`src/rtl/hazard_unit_pkg.sv`:
```
// hazard_unit_pkg: forwarding select and hazard FSM encodings shared with the datapath operand muxes
package hazard_unit_pkg;

   typedef enum logic [1:0] {
      FWD_RF  = 2'b00,
      FWD_WB  = 2'b01,
      FWD_MEM = 2'b10
   } fwd_t;

   typedef enum logic {
      RUN      = 1'b0,
      MEM_WAIT = 1'b1
   } state_t;

endpackage

```
`src/rtl/fwd_select.sv`:
```
// fwd_select: picks one ALU operand source, the younger Memory-stage writer winning over Writeback
module fwd_select
   import hazard_unit_pkg::*;
(
   input  logic [4:0] src,
   input  logic [4:0] wr_m,
   input  logic       we_m,
   input  logic [4:0] wr_w,
   input  logic       we_w,
   output logic [1:0] sel
);

   always_comb
      sel = (we_m && wr_m != 5'd0 && wr_m == src) ? FWD_MEM :
            (we_w && wr_w != 5'd0 && wr_w == src) ? FWD_WB  : FWD_RF;

endmodule

```
`src/rtl/hazard_unit.sv`:
```
// hazard_unit: pipeline stall/flush/forwarding control with a data-memory wait FSM and stall counter
module hazard_unit
   import hazard_unit_pkg::*;
(
   input  logic        clk,
   input  logic        clr,
   input  logic [4:0]  rsD,
   input  logic [4:0]  rtD,
   input  logic [4:0]  rsE,
   input  logic [4:0]  rtE,
   input  logic [4:0]  rdE,
   input  logic        RFWEE,
   input  logic        MtoRFSelE,
   input  logic        RFDSelE,
   input  logic        BranchE,
   input  logic        BranchTakenE,
   input  logic        DMBusyM,
   output logic        StallF,
   output logic        StallD,
   output logic        StallE,
   output logic        StallM,
   output logic        FlushD,
   output logic        FlushE,
   output logic [1:0]  FwdAE,
   output logic [1:0]  FwdBE,
   output logic [15:0] StallCount
);

   state_t     state, state_nx;
   logic [4:0] WriteRegE, WriteRegM, WriteRegW;
   logic       RFWEM, RFWEW, load_use, br_taken;

   assign WriteRegE = RFDSelE ? rdE : rtE;

   always_ff @(posedge clk or posedge clr)
      if (clr) state <= RUN;
      else     state <= state_nx;

   // A memory wait overrides everything; branch beats load-use
   always_comb begin
      state_nx = state;
      case (state)
         RUN:      if (DMBusyM)  state_nx = MEM_WAIT;
         MEM_WAIT: if (!DMBusyM) state_nx = RUN;
      endcase
      load_use = MtoRFSelE && RFWEE && WriteRegE != 5'd0 && (WriteRegE == rsD || WriteRegE == rtD);
      br_taken = BranchE && BranchTakenE;
      StallM   = DMBusyM;
      StallE   = DMBusyM;
      StallF   = DMBusyM || (load_use && !br_taken);
      StallD   = StallF;
      FlushD   = !DMBusyM && br_taken;
      FlushE   = !DMBusyM && (br_taken || load_use);
   end

   always_ff @(posedge clk or posedge clr)
      if (clr) begin
         WriteRegM  <= 5'd0;
         RFWEM      <= 1'b0;
         WriteRegW  <= 5'd0;
         RFWEW      <= 1'b0;
         StallCount <= 16'd0;
      end else begin
         if (!DMBusyM) begin
            WriteRegM <= FlushE ? 5'd0 : WriteRegE;
            RFWEM     <= RFWEE && !FlushE;
            WriteRegW <= WriteRegM;
            RFWEW     <= RFWEM;
         end
         if (StallF && StallCount != 16'hFFFF) StallCount <= StallCount + 16'd1;
      end

   fwd_select u_fwd_a (.src(rsE), .wr_m(WriteRegM), .we_m(RFWEM), .wr_w(WriteRegW), .we_w(RFWEW), .sel(FwdAE));
   fwd_select u_fwd_b (.src(rtE), .wr_m(WriteRegM), .we_m(RFWEM), .wr_w(WriteRegW), .we_w(RFWEW), .sel(FwdBE));

endmodule

```
`config.mk`:
```
export PLATFORM = sky130hd
export DESIGN_NAME = hazard_unit
export DESIGN_NICKNAME = d
export VERILOG_FILES = /design/src/rtl/hazard_unit_pkg.sv /design/src/rtl/fwd_select.sv /design/src/rtl/hazard_unit.sv
export SDC_FILE = /design/constraint.sdc
export NUM_CORES = 1
export LEC_CHECK = 0
export ABC_CLOCK_PERIOD_IN_PS = 3450
export BUFFER_PORTS_ARGS = -buffer_cell sky130_fd_sc_hd__buf_2
export CAP_MARGIN = 20
export CORE_MARGIN = 2
export CORE_UTILIZATION = 40
export CTS_BUF_LIST = sky130_fd_sc_hd__clkbuf_2 sky130_fd_sc_hd__clkbuf_4 sky130_fd_sc_hd__clkbuf_8
export CTS_CLUSTER_DIAMETER = 60
export DETAILED_ROUTE_END_ITERATION = 10
export MAX_ROUTING_LAYER = met4
export PLACE_DENSITY = 0.7
export SLEW_MARGIN = 20
export SYNTH_ARGS = -nofsm -noshare
export SYNTH_HDL_FRONTEND = slang
export SYNTH_SLANG_ARGS = --single-unit
```
`constraint.sdc`:
```
create_clock -name clk -period 3.45 [get_ports clk]
set_input_delay 0.1725 -clock clk [delete_from_list [all_inputs] [get_ports clk]]
set_output_delay 0.1725 -clock clk [all_outputs]
set_load 0.005 [all_outputs]
```
== Yosys cells after proc, flatten, opt, wreduce, memory -nomap -nowiden ==
Index checks and enable logic that the tools add are counted.

* Word-level logic and storage cells: 43
* Bits in registers: 28

* Reductions and logical operators: 24
* Equal/unequal tests: 7
* Mux-type cells: 6
* Add/sub/neg operators: 1

{| class="wikitable"
|+ Operators by type and width
! operator !! number
|-
| equality test 5 bit || 6
|-
| adder 16 x 1 -> 16 bit (second input constant) || 1
|-
| != test 16 bit (second input constant) || 1
|-
| logical AND 1 bit || 15
|-
| nonzero test 5 bit || 3
|-
| two-way mux 5 bit || 2
|-
| two-way mux 2 bit || 2
|-
| zero test 1 bit || 3
|-
| logical OR 1 bit || 3
|-
| two-way mux 1 bit || 2
|}

== Longest topological paths before layout ==
Gate-level depths: netlist of the first run.

* Word-level depth: 8
* Depth in mapped cells: 9
* Gate-level depth less buffers: 7

== Modules after synthesis ==
From an unflattened synthesis of the first run, not the netlist that was laid out.

* Cell total of the unflattened synthesis: 184
* Area total of the unflattened synthesis: 1,880.6 sq um

{| class="wikitable"
|+ By module, submodules not included
! module !! cells each !! area each (sq um) !! instances
|-
| hazard_unit || 144 || 1,577.8 || 1
|-
| fwd_select || 20 || 151.4 || 2
|}

== Least setup slack after synthesis of the first run ==
Ideal clock, no wire load.

* Path type: input port to flip-flop
* Start point: input RFDSelE
* End point: register StallCount[14]
* Data arrival time: 1,891 ps
* Path slack: 1,434 ps
* Cell stages on the path: 8
* Cells stage by stage: buf_6 > or4b_1 > o311ai_4 > nor4_2 > a41oi_2 > nand2_1 > nand4_1 > mux2_2

* Longest elaborated chain between the ends: 7
* Elaborated cells on any way between the ends: 10
* Classes of those cells: eq/ne: 2; mux: 1; reduce/logical: 7

{| class="wikitable"
|+ Ends and longest elaborated chain
! element !! line !! source
|-
| from (decl) || hazard_unit.sv:14 || <nowiki>input logic RFDSelE,</nowiki>
|-
| two-way mux 5 bit * || hazard_unit.sv:33 || <nowiki>assign WriteRegE = RFDSelE ? rdE : rtE;</nowiki>
|-
| equality test 5 bit / nonzero test 5 bit (equally long branches) || hazard_unit.sv:46 || <nowiki>load_use = MtoRFSelE && RFWEE && WriteRegE != 5'd0 && (WriteRegE == rsD || WriteRegE == rtD);</nowiki>
|-
| logical OR 1 bit / logical AND 1 bit (equally long branches) || hazard_unit.sv:46 ||
|-
| logical AND 1 bit * || hazard_unit.sv:46 ||
|-
| logical AND 1 bit * || hazard_unit.sv:50 || <nowiki>StallF = DMBusyM || (load_use && !br_taken);</nowiki>
|-
| logical OR 1 bit * || hazard_unit.sv:50 ||
|-
| via StallD || hazard_unit.sv:19 || <nowiki>output logic StallD,</nowiki>
|-
| logical AND 1 bit * || hazard_unit.sv:70 || <nowiki>if (StallF && StallCount != 16'hFFFF) StallCount <= StallCount + 16'd1;</nowiki>
|-
| to (signal assigned) || hazard_unit.sv:70 ||
|-
| to (decl) || hazard_unit.sv:26 || <nowiki>output logic [15:0] StallCount</nowiki>
|}

The timed path passes the listed nets; every way through them passes the cells marked *.
A chain may end at the register's enable or synchronous reset.

== Final worst setup path of the first run ==
* Start point: register StallCount[4]
* End point: register StallCount[8]

* Longest elaborated chain between the ends: 2
* Elaborated cells on any way between the ends: 3
* Classes of those cells: add/sub: 1; eq/ne: 1; reduce/logical: 1

{| class="wikitable"
|+ Ends and longest elaborated chain
! element
|-
| branches (longest 2 deep; another with adder 16 x 1 -> 16 bit)
|}

Parallel ways; which one is timed is not known.

==> run_results.csv, run 1 <==
group,metric,value,unit
worst_hold_path,min_path_cells,3,
yosys,ys_seq_area_frac,0.387,
sta,fin_crit_sh,0.680,
layout,final_cell_mix,"buf_2 (58), dfrtp_1 (28), xnor2_1 (26), xor2_1 (16), nand2_1 (11)",
die,die_area,5080,sq um
worst_setup_path,crit_path_cell_trace,"and3_1 > and4_1 > nand4_1 > nor3_1 > a21oi_2 > nand4_1 > xnor2_1",
cts,cts_tree,"built",
placed_design,gp_congestion,0.857,
sta,worst_pin_slew,0.833,ns
sta,relSlewSlack,0.445,
routing,initialDrtViolationCount,78,
routing,vias_per_cell,5.22,
yosys,synth_xor_area_frac,0.212,
global_route,grt_overflow,0,
routing,dr.pass1.iters,4,
sta,fin_ws,1.10,ns
yosys,syn_inst,168,
yosys,syn_avg_cell_area,10.8,sq um
yosys,yosysWarnings,0,
yosys,synth_cell_types,36,
yosys,synth_top_family_by_area,"XOR/XNOR gates",
layout,synthToLayoutAreaGrowth,20.7,%
layout,layout.cells.non_filler,274,
die,ioPinCount,59,
routing,via_count,1430,
worst_setup_path,cpMostUsedCell,"nand4_1",
cts,clockRootBuffer,"clkbuf_8",
worst_setup_path,critPathMaxFanout,14,
yosys,synth-seq-cells,28,
global_route,first_global_vias,1416,
layout,layout.nets,257,
yosys,synth-compound-area-share,0.0567,
sta,min_period,2.35,ns
worst_hold_path,hold_class,"input port to register",
yosys,yosys.area_share.simple,0.204,
sta,clock.fmax,426,MHz
yosys,synthAdderAreaFrac,0.00691,
sta,fin_tns_setup,0,ns
routing,routed_wl,3.88,mm
yosys,synth_top_cell_by_area,"dfrtp_1",
worst_setup_path,cpMaxStageDelayCell,"a21oi_2",
worst_setup_path,crit_path_end_kind,"register",
global_route,grt_pass1_wl,6.49,mm
sta,grt_setup_unrepaired,"no",
die,core_area,4350,sq um
power_and_ir_drop,pwr_density_cell,448,nW/um^2
cts,cts_setup_buffers,0,
worst_setup_path,ff2ff_path_depth,7,
layout,n_antenna_cell,0,
placed_design,port_buffers,58,
routing,drtAntennaViolNets,0,
global_route,grt_antenna_before_repair,0,
power_and_ir_drop,p_leak,1.02,nW
job,drv_cap,0,
placed_design,dp_hpwl,2.95,mm
power_and_ir_drop,max-vdd-ir-drop,0.000430,V
placed_design,post-place-ws,0.878,ns
yosys,synth_mux_area_frac,0.0926,
cts,numClockSinks,28,
cts,insertion_delay,0.27,ns
yosys,ys_top_cells_by_area,"dfrtp_1 (39%), xnor2_1 (13%), xor2_1 (7.7%)",
routing,wl_per_cell,14.1,um
sta,whs,0.207,ns
sta,finalHoldViolations,0,
yosys,syn-cell-area,1810,sq um
cts,htreeDepth,1,
worst_setup_path,slowest_delay,0.61,ns
die,die_y,71.3,um
sta,finClkSkew,0.00806,ns
global_route,grt_max_degree,29,
power_and_ir_drop,power,0.979,mW
routing,post-route-drc-count,0,
cts,clock_path_buffers,2,
worst_setup_path,start_kind,"register",
sta,setup_viol,0,
worst_setup_path,cp_data_arrival_time,2.50,ns
cts,cts.reportedPaths.clkPinSlew,0.09,ns
global_route,grt.total_usage,0.165,
layout,layout-drive-gt1-share,0.387,
yosys,syn-num-nets,202,
cts,cts_inserted_buffers,3,
die,die_w,71.3,um
layout,mostFrequentLayoutCell,"buf_2",
die,num_rows,24,
worst_setup_path,critPathKind,"register to register",
placed_design,dp.cells,269,
outcome,status,"completed",
die,start_util,0.416,
worst_setup_path,crit_required,3.61,ns
sta,drv_slew,0,
yosys,synthDominantCellAreaShare,0.387,
## state kept, by name, indices dropped and copies added, names as in the netlist
register    count
RFWEW           1
StallCount     16
WriteRegW       5
WriteRegM       5
RFWEM           1
## report_power, final
group          internal (mW)  switching, mW
sequential             0.386         0.0772
clock                  0.155         0.0970
combinational          0.138          0.125
## stage by stage
step | utilization | area [sq um]
2_1_floorplan | - | 1810
6_report | 0.502 | 2180
3_3_place_gp | 0.483 | 2100
5_1_grt | 0.502 | 2180
4_1_cts | 0.499 | 2170
3_5_place_dp | 0.483 | 2100
## final timing paths
kind                                from            end  slack, ns
max                        StallCount[4]  StallCount[8]       1.10
min                                RFWEE          RFWEM       0.21
max reg2reg                StallCount[4]  StallCount[8]       1.10
min reg2reg                StallCount[9]  StallCount[9]       0.50
max in group asynchronous            clr  StallCount[4]       2.57
min in group asynchronous            clr   WriteRegW[2]       0.49
## cell families after synthesis
kind of cell | count (synthesis)
buf+inv | 12
fa+ha+maj | 1
xor+xnor | 43
flops | 28
simple gates | 57
compound gates | 13
mux | 14
## worst max-delay path: cells and delay by family, from the launching register on
| family | cells | cell delay, ns |
|---|---|---|
| compound gates | 1 | 0.61 |
| simple gates | 5 | 1.00 |
| xor+xnor | 1 | 0.18 |
| flops | 1 | 0.44 |
## cell type report
cell class                      instances  area, sq um
Clock buffer                            3         41.3
Clock inverter                          1         30.0
Fill cell                             415         2170
Inverter                                3         11.3
Multi-Input combinational cell        128         1040
Sequential cell                        28          701
Tap cell                               52         65.1
Timing Repair Buffer                   59          300
## repair_timing
action	in CTS	in global routing
hold buffers	0	1
setup endpoints to repair	0	0
gates resized for setup	0	0
endpoints found under the hold margin	0	13
## Yosys cell counts, drive strengths merged
cell / count
o21ai: 8
or4: 5
nor4: 5
clkbuf: 1
xnor2: 27
a31oi: 1
a41oi: 1
buf: 8
nand4b: 1
ha: 1
xor2: 16
nand2: 11
nand2b: 1
mux2: 9
o311ai: 1
mux2i: 5
dfrtp: 28
a21oi: 2
nand4: 8
nand3: 12
or4b: 1
nor3: 3
inv: 3
and3: 4
nor2: 4
and4: 2
## routing by layer
metal / GRT usage / vias to the layer above / routed length, um
met5: - / - / 0
met4: 0.0524 / 0 / 61
met3: 0.0253 / 6 / 220
met2: 0.271 / 49 / 1860
met1: 0.210 / 671 / 1740
li1: - / 704 / -
Note: power is estimated with default switching activity, not from simulation.
==> run 2, diff against run 1 <==
--- a/config.mk
+++ b/config.mk
@@ -5,7 +5,8 @@
 export SDC_FILE = /design/constraint.sdc
 export NUM_CORES = 1
 export LEC_CHECK = 0
-export ABC_CLOCK_PERIOD_IN_PS = 3450
+export ABC_AREA = 1
+export ABC_CLOCK_PERIOD_IN_PS = 1900
 export BUFFER_PORTS_ARGS = -buffer_cell sky130_fd_sc_hd__buf_2
 export CAP_MARGIN = 20
 export CORE_MARGIN = 2
@@ -14,7 +15,7 @@
 export CTS_CLUSTER_DIAMETER = 60
 export DETAILED_ROUTE_END_ITERATION = 10
 export MAX_ROUTING_LAYER = met4
-export PLACE_DENSITY = 0.7
+export PLACE_DENSITY = 0.72
 export SLEW_MARGIN = 20
 export SYNTH_ARGS = -nofsm -noshare
 export SYNTH_HDL_FRONTEND = slang
==> constraint.sdc (replaced) <==
create_clock -name clk -period 1.9 [get_ports clk]
set_input_delay 0.095 -clock clk [delete_from_list [all_inputs] [get_ports clk]]
set_output_delay 0.095 -clock clk [all_outputs]
set_load 0.005 [all_outputs]
==> run_results.csv, run 2 <==
group,metric,value,unit
layout,finalInstanceArea,2510,sq um
worst_setup_path,cpMaxStageDelayCell,"or4_1",
worst_setup_path,ff2ff_path_depth,11,
yosys,synth_common_cells,"nand2_1 (97), nand3_1 (35), inv_1 (31), dfrtp_1 (28), nor2_1 (26)",
worst_setup_path,reg2reg_from,"StallCount[0]",
yosys,ys_top_cells_by_area,"dfrtp_1 (34%), nand2_1 (18%), nand3_1 (8.5%)",
sta,worst_pin_slew,0.438,ns
global_route,grt_overflow,0,
routing,initialDrtViolationCount,85,
sta,fin_crit_sh,0.923,
sta,fin_tns_setup,0,ns
global_route,met3_usage,0.0185,
cts,numClockSinks,28,
cts,clock_path_buffers,2,
die,num_rows,26,
layout,synthToLayoutAreaGrowth,21.7,%
layout,top_regs,"StallCount (16), WriteRegM (5), WriteRegW (5)",
worst_setup_path,crit_path_end_kind,"output pin",
die,die_y,75.8,um
layout,largest_register_ffs,16,
cts,cts.reportedPaths.clkPinSlew,0.10,ns
routing,wl_per_cell,11.2,um
sta,whs,0.0900,ns
job,drv_cap,0,
sta,finClkSkew,0.00647,ns
global_route,grt_pass1_wl,8.04,mm
routing,dr.pass1.iters,4,
placed_design,gp_congestion,0.847,
routing,vias_per_cell,4.77,
die,core_area,5040,sq um
worst_setup_path,slowest_delay,0.52,ns
yosys,async_reset_ff_frac,1.00,
power_and_ir_drop,pwr_density_cell,679,nW/um^2
global_route,grt_max_degree,29,
outcome,status,"completed",
global_route,grt_antenna_before_repair,0,
placed_design,port_buffers,58,
worst_hold_path,hold_class,"input port to register",
yosys,synth_ff_type,"dfrtp_1",
yosys,synth-seq-cells,28,
cts,cts_tree,"built",
power_and_ir_drop,p_leak,1.37,nW
layout,final_cell_mix,"nand2_1 (97), buf_2 (58), nand3_1 (35), inv_1 (30), dfrtp_1 (27)",
yosys,syn_avg_cell_area,6.97,sq um
yosys,synth.most_common_cell,"nand2_1",
yosys,synth_edf_count,0,
routing,drtAntennaViolNets,0,
worst_setup_path,critPathMaxFanout,4,
die,die_w,75.8,um
layout,layout-drive-gt1-share,0.242,
die,die_area,5740,sq um
cts,htreeDepth,1,
power_and_ir_drop,max-vdd-ir-drop,0.000432,V
cts,cts_inserted_buffers,3,
layout,regMostFlops,"StallCount",
worst_setup_path,rrSetupSlack,0.16,ns
yosys,syn_inst,296,
worst_setup_path,cp_data_arrival_time,1.66,ns
layout,n_antenna_cell,0,
worst_setup_path,crit_required,1.80,ns
layout,layout.nets,390,
routing,post-route-drc-count,0,
placed_design,place_area,2390,sq um
worst_setup_path,r2r_end,"StallCount[10]",
global_route,first_global_vias,1897,
routing,routed_wl,4.76,mm
die,ioPinCount,59,
layout,layout.cells.non_filler,425,
cts,insertion_delay,0.27,ns
worst_setup_path,start_kind,"register",
sta,finalHoldViolations,0,
placed_design,dp.cells,417,
yosys,yosysWarnings,0,
placed_design,dp_hpwl,3.69,mm
sta,setup_viol,0,
sta,relSlewSlack,0.705,
global_route,grt.total_usage,0.184,
worst_setup_path,crit_path_cell_trace,"or4_1 > o21ai_1 > inv_1 > nand3_1 > nor2_1 > buf_2",
global_route,top_usage_layer,"met2",
worst_setup_path,cp-endpoint,"FwdBE[0]",
global_route,use_met1,0.219,
sta,drv_slew,0,
yosys,synthDominantCellAreaShare,0.340,
yosys,synth_cell_types,25,
global_route,grt_use_met2,0.333,
yosys,ys_seq_area_frac,0.340,
sta,min_period,1.75,ns
yosys,synth_top_cell_by_area,"dfrtp_1",
power_and_ir_drop,power,1.70,mW
yosys,syn-num-nets,330,
routing,via_count,2027,
layout,mostFrequentLayoutCell,"nand2_1",
worst_setup_path,critPathKind,"register to output pin",
yosys,syn-cell-area,2060,sq um
worst_setup_path,crit_start,"WriteRegW[0]",
cts,clockRootBuffer,"clkbuf_8",
die,start_util,0.409,
sta,clock.fmax,570,MHz
-- run 2: cell types whose count changed after synthesis, moves of 4 or more --
| cell | previous run | this run |
|---|---|---|
| xnor2_1 | 26 | 14 |
| inv_1 | 3 | 31 |
| nand2_4 | 0 | 4 |
| nand2_2 | 0 | 7 |
| nand3_1 | 6 | 35 |
| or4_1 | 5 | 1 |
| nor2_1 | 4 | 26 |
| and3_1 | 4 | 0 |
| nand3_2 | 6 | 1 |
| mux2_2 | 9 | 0 |
| nand2_1 | 11 | 97 |
-- run 2: worst min-delay path by stage --
stage	end	cells after the start	start	slack, ns
after floorplan	RFWEM	1	clr	0.16
after global routing	RFWEM	3	RFWEE	0.09
after CTS	RFWEM	3	RFWEE	0.08
after detailed placement	WriteRegW[3]	3	clr	0.19
final	RFWEM	3	RFWEE	0.09
after global placement	WriteRegW[3]	3	clr	0.18
-- run 2: timing repair --
| item | in CTS | in global routing |
|---|---|---|
| endpoints found under the hold margin | 28 | 0 |
| setup endpoints to repair | 0 | 15 |
| buffers inserted | 0 | 3 |
| hold buffers | 1 | 0 |
| gates resized for setup | 0 | 7 |
-- run 2: metal layers --
metal,vias up,part of all wire
met5,-,0
met4,0,0.0084
met2,52,0.48
met3,4,0.044
li1,1046,-
met1,925,0.47
-- run 2: cell families after synthesis --
family | after synthesis | synth area share
AO/OA/AOI/OAI | 11 | 0.0303
XOR/XNOR | 30 | 0.127
adder cells (fa/ha/maj) | 1 | 0.00607
buffers and inverters | 41 | 0.0941
flip-flops | 28 | 0.340
AND/OR/NAND/NOR | 185 | 0.402
-- run 2: metrics by stage --
step	utilization	setup WS, ns
after floorplan	-	0.324
after global placement	0.473	0.151
after detailed placement	0.473	0.0473
after CTS	0.489	0.00576
after global routing	0.498	-0.00412
final	0.498	0.146
-- run 2: power by group --
part	total (mW)	internal, mW	switching [mW]
Sequential	0.781	0.671	0.111
Combinational	0.457	0.217	0.240
Clock	0.465	0.282	0.183
-- run 2: worst max-delay path: cells and delay by family, from the launching register on --
family,cells,cell delay [ns]
and+or+nand+nor,3,0.63
AOI/OAI and AO/OA,1,0.13
buffers and inverters,2,0.20
DFF,1,0.43
-- run 2: area by class of cell --
type | instances | area, sq um
Multi-Input combinational cell | 227 | 1180
Fill cell | 517 | 2530
Sequential cell | 28 | 702
Inverter | 32 | 125
Tap cell | 70 | 87.6
Timing Repair Buffer | 64 | 338
Clock inverter | 1 | 30.0
Clock buffer | 3 | 41.3
